**src/rtl/mem_arbiter.sv**
```systemverilog
`timescale 1ns/1ps
`default_nettype none
// ============================================================================
//  Module      : mem_arbiter
//  Description : Round-robin arbiter and burst sequencer sharing one main
//                memory port between the I-cache refill port and the D-cache
//                refill/write-back port. Each granted line transfer is issued
//                as LINE_WORDS single-word beats, followed by a one-cycle
//                completion pulse to the owning requester.
//  Revision    : 1.0 - initial release
// ============================================================================
module mem_arbiter #(
    parameter int ADDR_WIDTH = 32,
    parameter int DATA_WIDTH = 32,
    parameter int LINE_WORDS = 4
) (
    input  logic                          clk,
    input  logic                          rst,

    // Instruction-cache refill port
    input  logic                          i_req,
    input  logic                          i_we,
    input  logic [ADDR_WIDTH-1:0]         i_addr,
    input  logic [DATA_WIDTH-1:0]         i_wdata,
    output logic                          i_rvalid,
    output logic                          i_done,

    // Data-cache refill / write-back port
    input  logic                          d_req,
    input  logic                          d_we,
    input  logic [ADDR_WIDTH-1:0]         d_addr,
    input  logic [DATA_WIDTH-1:0]         d_wdata,
    output logic                          d_rvalid,
    output logic                          d_done,

    // Shared read return and transfer status
    output logic [DATA_WIDTH-1:0]         rdata,
    output logic [$clog2(LINE_WORDS)-1:0] beat,
    output logic                          busy,

    // Backing memory port
    output logic                          mem_req,
    output logic                          mem_we,
    output logic [ADDR_WIDTH-1:0]         mem_addr,
    output logic [DATA_WIDTH-1:0]         mem_wdata,
    input  logic                          mem_ready,
    input  logic [DATA_WIDTH-1:0]         mem_rdata
);

    // ------------------------------------------------------------------------
    // Constants
    // ------------------------------------------------------------------------
    // Beat index width and the number of byte-offset bits below a line base.
    localparam int c_BEAT_W = $clog2(LINE_WORDS);
    localparam int c_OFF    = c_BEAT_W + 2;
    localparam int c_BASE_W = ADDR_WIDTH - c_OFF;

    localparam logic [c_BEAT_W-1:0] c_BEAT_ZERO = '0;
    localparam logic [c_BEAT_W-1:0] c_BEAT_ONE  = c_BEAT_W'(1);
    localparam logic [c_BEAT_W-1:0] c_LAST_BEAT = c_BEAT_W'(LINE_WORDS - 1);

    // Requester identities as stored in the owner / last-grant registers.
    localparam logic c_OWNER_I = 1'b0;
    localparam logic c_OWNER_D = 1'b1;

    // ------------------------------------------------------------------------
    // State encoding
    // ------------------------------------------------------------------------
    typedef enum logic [1:0] {
        ST_IDLE  = 2'd0,
        ST_BURST = 2'd1,
        ST_DONE  = 2'd2
    } state_t;

    // ------------------------------------------------------------------------
    // Registers
    // ------------------------------------------------------------------------
    state_t              r_state;
    logic                r_owner;       // requester owning the current transfer
    logic                r_last_grant;  // most recent winner, for tie-breaking
    logic                r_we;          // latched transfer direction
    logic [c_BASE_W-1:0] r_base;        // latched line base (word offset dropped)
    logic [c_BEAT_W-1:0] r_beat;        // beat index within the line

    // ------------------------------------------------------------------------
    // Combinational helpers
    // ------------------------------------------------------------------------
    logic                w_any_req;
    logic                w_winner;
    logic                w_win_we;
    logic [c_BASE_W-1:0] w_win_base;
    logic                w_in_burst;
    logic                w_in_done;
    logic                w_beat_fire;
    logic                w_last_beat;
    logic                w_rd_fire;

    // The low line-offset bits of the request addresses carry no meaning:
    // the transfer always starts at the line base.
    logic                w_unused_addr_bits;
    assign w_unused_addr_bits = &{1'b0, i_addr[c_OFF-1:0], d_addr[c_OFF-1:0]};

    // Arbitration: a lone requester wins outright; on a tie the requester
    // that did not win last time gets the grant.
    always_comb begin
        w_any_req  = i_req | d_req;
        w_winner   = c_OWNER_I;
        if (i_req && d_req) begin
            w_winner = ~r_last_grant;
        end else if (d_req) begin
            w_winner = c_OWNER_D;
        end
        w_win_we   = (w_winner == c_OWNER_D) ? d_we : i_we;
        w_win_base = (w_winner == c_OWNER_D) ? d_addr[ADDR_WIDTH-1:c_OFF]
                                             : i_addr[ADDR_WIDTH-1:c_OFF];
    end

    // Beat progress decode for the sequencer and the response strobes.
    always_comb begin
        w_in_burst  = (r_state == ST_BURST);
        w_in_done   = (r_state == ST_DONE);
        w_beat_fire = w_in_burst & mem_ready;
        w_last_beat = (r_beat == c_LAST_BEAT);
        w_rd_fire   = w_beat_fire & ~r_we;
    end

    // ------------------------------------------------------------------------
    // Sequencer: grant in IDLE, step beats on mem_ready in BURST, then a
    // single DONE cycle. Reset aborts any transfer without a completion.
    // ------------------------------------------------------------------------
    always_ff @(posedge clk or posedge rst) begin
        if (rst) begin
            r_state      <= ST_IDLE;
            r_owner      <= c_OWNER_I;
            r_last_grant <= c_OWNER_I;
            r_we         <= 1'b0;
            r_base       <= '0;
            r_beat       <= c_BEAT_ZERO;
        end else begin
            case (r_state)
                ST_IDLE: begin
                    if (w_any_req) begin
                        r_owner      <= w_winner;
                        r_last_grant <= w_winner;
                        r_we         <= w_win_we;
                        r_base       <= w_win_base;
                        r_beat       <= c_BEAT_ZERO;
                        r_state      <= ST_BURST;
                    end
                end
                ST_BURST: begin
                    // A stalled beat leaves every memory-side output unchanged.
                    if (mem_ready) begin
                        if (w_last_beat) begin
                            r_beat  <= c_BEAT_ZERO;
                            r_state <= ST_DONE;
                        end else begin
                            r_beat  <= r_beat + c_BEAT_ONE;
                        end
                    end
                end
                ST_DONE: begin
                    r_state <= ST_IDLE;
                end
                default: begin
                    r_state <= ST_IDLE;
                end
            endcase
        end
    end

    // ------------------------------------------------------------------------
    // Memory port: driven only during BURST so the port reads as all-zero
    // whenever no beat is being presented, including right after reset.
    // ------------------------------------------------------------------------
    always_comb begin
        mem_req   = w_in_burst;
        mem_we    = w_in_burst & r_we;
        mem_addr  = '0;
        mem_wdata = '0;
        if (w_in_burst) begin
            mem_addr  = {r_base, r_beat, 2'b00};
            mem_wdata = (r_owner == c_OWNER_D) ? d_wdata : i_wdata;
        end
    end

    // ------------------------------------------------------------------------
    // Requester responses: read strobes and completion pulses go only to the
    // current owner; read data is passed through with no added latency.
    // ------------------------------------------------------------------------
    always_comb begin
        i_rvalid = w_rd_fire & (r_owner == c_OWNER_I);
        d_rvalid = w_rd_fire & (r_owner == c_OWNER_D);
        i_done   = w_in_done & (r_owner == c_OWNER_I);
        d_done   = w_in_done & (r_owner == c_OWNER_D);
        rdata    = mem_rdata;
        beat     = r_beat;
        busy     = (r_state != ST_IDLE);
    end

endmodule
`default_nettype wire

```
**config.mk**
```make
export PLATFORM = sky130hd
export DESIGN_NAME = mem_arbiter
export DESIGN_NICKNAME = d
export VERILOG_FILES = /design/src/rtl/mem_arbiter.sv
export SDC_FILE = /design/constraint.sdc
export NUM_CORES = 1
export LEC_CHECK = 0
export CAP_MARGIN = 10
export CORE_ASPECT_RATIO = 1.4
export CORE_MARGIN = 8
export CORE_UTILIZATION = 27
export CTS_BUF_LIST = sky130_fd_sc_hd__clkbuf_4
export DETAILED_ROUTE_END_ITERATION = 10
export PLACE_DENSITY = 0.87
export SYNTH_ARGS = -nofsm -noshare
export SYNTH_HDL_FRONTEND = slang
export SYNTH_SLANG_ARGS = --single-unit
```
**constraint.sdc**
```tcl
create_clock -name clk -period 1.6 [get_ports clk]
set_clock_uncertainty 0.15 [all_clocks]
set_input_delay 0.32 -clock clk [delete_from_list [all_inputs] [get_ports clk]]
set_output_delay 0.32 -clock clk [all_outputs]
set_load 0.02 [all_outputs]
```
### Word level (Yosys, flattened, before mapping)

Cells that the tools add are included.

| word-level totals | value |
|---|---|
| register bits | 34 |
| bits of input ports | 167 |
| output and inout port bits | 105 |
| logic and storage cells | 44 |

| cells by class | value |
|---|---|
| add/subtract/negate cells | 1 |
| eq/ne operators | 6 |
| mux-type cells | 15 |
| bitwise logic cells | 10 |
| reduce and logical (&&, ||, !) cells | 7 |

Operators by type and width:

| operator | number |
|---|---|
| $mux W32 | 3 |
| $mux W28 | 1 |
| $mux W2 | 6 |
| $pmux W2 S2 | 2 |
| $and A1 B1 Y1 | 7 |
| $reduce_and A3 Y1 | 2 |
| $eq A2 B2 Y1 const B | 2 |
| $ne A2 B2 Y1 const B | 2 |
| $reduce_bool A2 Y1 | 2 |
| $mux W1 | 3 |
| $add A2 B1 Y2 const B | 1 |
| $eq A2 B1 Y1 const B | 1 |
| $logic_not A2 Y1 | 1 |
| $ne A2 B1 Y1 const B | 1 |
| $not A1 Y1 | 2 |
| $reduce_and A2 Y1 | 1 |
| $logic_and A1 B1 Y1 | 1 |
| $or A1 B1 Y1 | 1 |

### Depth between registers and ports, before layout

| logic depth | value |
|---|---|
| depth after elaboration | 4 |
| mapped depth | 5 |
| mapped depth without buffers | 4 |

### Least setup slack after synthesis

OpenSTA, ideal clock, no wires.

| timing | value |
|---|---|
| path kind | reg-to-output |
| start | reg r_state[1] |
| end | out d_rvalid |
| arrival time | 1.358 ns |
| data required time | 1.130 ns |
| slack | -0.228 ns |
| cell stages (with the launch flop) | 6 |
| path buffers | 1 |
| cells stage by stage | dfrtp_1 > nand2b_1 > buf_2 > inv_2 > nand2_1 > nor3b_1 |

| on the way | value |
|---|---|
| cells in the longest elaborated chain, start to end | 4 |

RTL lines:

| item | line | RTL |
|---|---|---|
| start, declared | 78 | `state_t r_state;` |
| start signal, assigned | 133 | `r_state <= ST_IDLE;` |
| start signal, assigned | 148 | `r_state <= ST_BURST;` |
| start signal, assigned | 156 | `r_state <= ST_DONE;` |
| $eq A2 B1 Y1 | 120 | `w_in_burst = (r_state == ST_BURST);` |
| $and A1 B1 Y1 | 122 | `w_beat_fire = w_in_burst & mem_ready;` |
| $and A1 B1 Y1 | 124 | `w_rd_fire = w_beat_fire & ~r_we;` |
| $and A1 B1 Y1 | 193 | `d_rvalid = w_rd_fire & (r_owner == c_OWNER_D);` |
| end, declared | 33 | `output logic d_rvalid,` |

Every way passes these cells.

### Worst setup path in the final report

Same ends and word-level chain as after synthesis.

==> impl_results.md <==
- Outcome: finished with violations
- Failing checks: negative setup slack
- Cell count after synthesis: about 330
- Netlist cell types: 28
- Routed Antenna Nets: 0
- Top cells by count, synth: 59 x nand2_1, 37 x buf_4, 34 x dfrtp_1, 34 x nor2_1, 32 x mux2i_1
- Power after layout: roughly 11 mW
- Clock sink count: 34
- Period utilization: 127%
- Area grow syn2layout: 113%
- Crit path launch type: flop
- First-pass GRT wire length: between 15000 and 20000 um
- Final setup fails: between 100 and 150
- Clk slew on worst S/H paths: ~0.11 ns
- Die X: ~99 um
- Ranking of synthesized cells by area: dfrtp_1 33%, mux2i_1 12%, buf_4 11%
- DIE AREA: ~0.013 mm^2
- Initial antenna violation count: 0
- Sequential cell area: roughly 850 um^2
- Share of cells above drive strength 1: 40.4%
- Wire per inst: 20.4 um
- Initial core utilization: around 28%
- Longest Clk Path Bufs: 2
- Synth warnings: 0
- Post-synth EDFFs: 0
- Nets: 702
- I/O pin count: 272
- CTS tree: done
- WP data arrival: between 1.5 and 2 ns
- Worst EP required: ~1.1 ns
- Max-cap violations: 0
- Netlist Area Pre-Place: 0.00259 mm^2
- Routability congestion estimate: between 0.9 and 1
- Vias in the first global route: between 3000 and 4000
- Fillcell total: 766
- Max frequency: around 490 MHz
- Top_reg_cell synth: dfrtp_1
- P_leak: ~2.4 nW
- Post-CTS Hold Buffers: 0
- Via/cell ratio: 4.91
- Port bufs: 197
- PD cells: 1950 mW/mm^2
- Setup WS post-layout: -0.424 ns
- Pre-Repair DR Iteration Count: 4
- Synth async-reset ratio: 100%
- Row Count: 42
- Cell with the most instances after synthesis: nand2_1
- Area of the multi-input gates: 0.00175 mm^2
- Die Y: around 130 um
- Hold WC Path Type: in2async
- Clock Tree Root: clkbuf_4
- Total GRT Usage: a little under a fifth
- Register bit total from synthesis: 34
- Highest ir drop seen on vdd: between 1000 and 1500 uV
- Htree depth: 2
- Setup crit end kind: output port
- Final wirelength: 13200 um
- Iteration-0 DRC Markers: 140
- Largest area contributor in the netlist: dfrtp_1
- Fin crit period: between 2 and 2.5 ns
- CP max FO: 6
- RSZ-0062 raised after global routing: yes
- Hold Vio Cnt, Final: 0
- Clock Latency Late Sink: around 0.34 ns
- Ant diodes: 0
- Final Util: approximately three fifths
- Gr ovfl total: 0
- DP HPWL: a little under 10000 um
- Share of the synthesized area in the top cell type: about a third
- WS Path Type: reg2out
- Via count: 3165
- Clock buffer count from CTS: 5
- DRC: 0
- Core area: between 0.009 and 0.01 mm^2
- Largest net degree at the start of global routing: 30
- Final Max Tran Viols: 0
- Register area share after synthesis: 32.8%
- Syn avg cell area: slightly below 8 um^2
-- what timing repair did --
action,CTS,global route
gates resized for setup,389,66
pin swaps,5,33
endpoints found under the setup margin,103,99
gates cloned,1,4
buffers inserted,10,18
-- placed cells by master (no fill, tap or decap), types with 2 or more instances in the layout --
master	count
clkbuf_4	5
nor2_2	15
a31oi_1	16
or2_1	2
a31oi_4	14
buf_12	13
nand2_1	58
clkdlybuf4s50_1	126
a32o_1	2
clkbuf_16	4
mux2i_2	4
dfrtp_1	33
buf_4	48
a21oi_2	2
conb_1	2
a21oi_1	29
and2_4	32
buf_6	61
nor2_1	18
mux2i_1	26
nor3b_2	2
mux2i_4	2
-- critical path, stage by stage, from the launching register on --
cell and delay, ns:
dfrtp_1 0.40, nand2b_4 0.20, clkinv_8 0.10, buf_6 0.10, nand2_4 0.05, nor3b_2 0.19
buf_4 0.17
-- metal layers --
| metal | global-route usage [%] | vias to the layer above | wire [um] |
|---|---|---|---|
| met5 | 0 | - | 0 |
| met4 | 6.17 | 0 | 286 |
| met3 | 10.8 | 23 | 1780 |
| met2 | 30.2 | 189 | 6210 |
| met1 | 18.8 | 1475 | 4910 |
| li1 | - | 1478 | - |
-- kinds of logic (layout without fill, tap and decap cells) --
| kind of cell | Yosys count | in the layout | synth area share, % |
|---|---|---|---|
| AOI/OAI and AO/OA | 66 | 66 | 15.0 |
| adders and majority gates | 1 | 1 | 0.483 |
| buffers and inverters | 64 | 267 | 15.8 |
| DFF | 34 | 34 | 32.8 |
| muxes | 32 | 32 | 12.4 |
| other | 1 | 2 | 0.145 |
| and+or+nand+nor | 133 | 133 | 23.4 |
-- final timing paths --
kind,from,end,slack [ns],cells after the start
min reg2reg,r_base[20]$_DFFE_PP0P_,r_base[20]$_DFFE_PP0P_,0.42,2
min,rst,beat[0]$_DFFE_PP0P_,0.08,2
min in group clk,i_addr[19],r_base[15]$_DFFE_PP0P_,0.37,3
max,r_state[1]$_DFFE_PP0P_,d_rvalid,-0.42,6
max in group asynchronous,rst,r_base[2]$_DFFE_PP0P_,0.79,3
max reg2reg,r_state[0]$_DFFE_PP0P_,r_we$_DFFE_PP0P_,-0.24,8
-- layout make-up --
class | instances | share of cell area (%)
inverters | 3 | 0.431
multi-input cells | 234 | 31.7
clock buffers | 5 | 0.680
clock inverters | 3 | 0.295
well taps | 110 | 2.49
flip-flops and latches | 34 | 15.4
repair buffers | 256 | 49.0
-- registers in the layout (all words and copies together) (netlist names) --
name	cells
r_we	1
beat	2
r_state	2
r_last_grant	1
r_base	28
-- per-stage QoR --
stage	TNS [ns]	instances	hold slack (ns)	setup WS, ns	instance area (um^2)
global placement	-33.04	607	0.373	-0.603	4700
CTS	-21.33	625	0.0631	-0.442	4950
detailed placement	-35.87	607	0.383	-0.596	4700
global route	-37.53	645	0.103	-0.510	5520
floorplan	-1.71	332	0.274	-0.0691	2680
finish	-29.99	645	0.0787	-0.424	5520
-- power breakdown --
group | total, mW | switching (mW) | internal [mW]
Combinational | 8.69 | 4.01 | 4.69
Sequential | 1.58 | 0.302 | 1.28
Clock | 0.481 | 0.318 | 0.163
Total | 10.8 | 4.63 | 6.13
No activity file was read; power rests on OpenSTA's default activity.
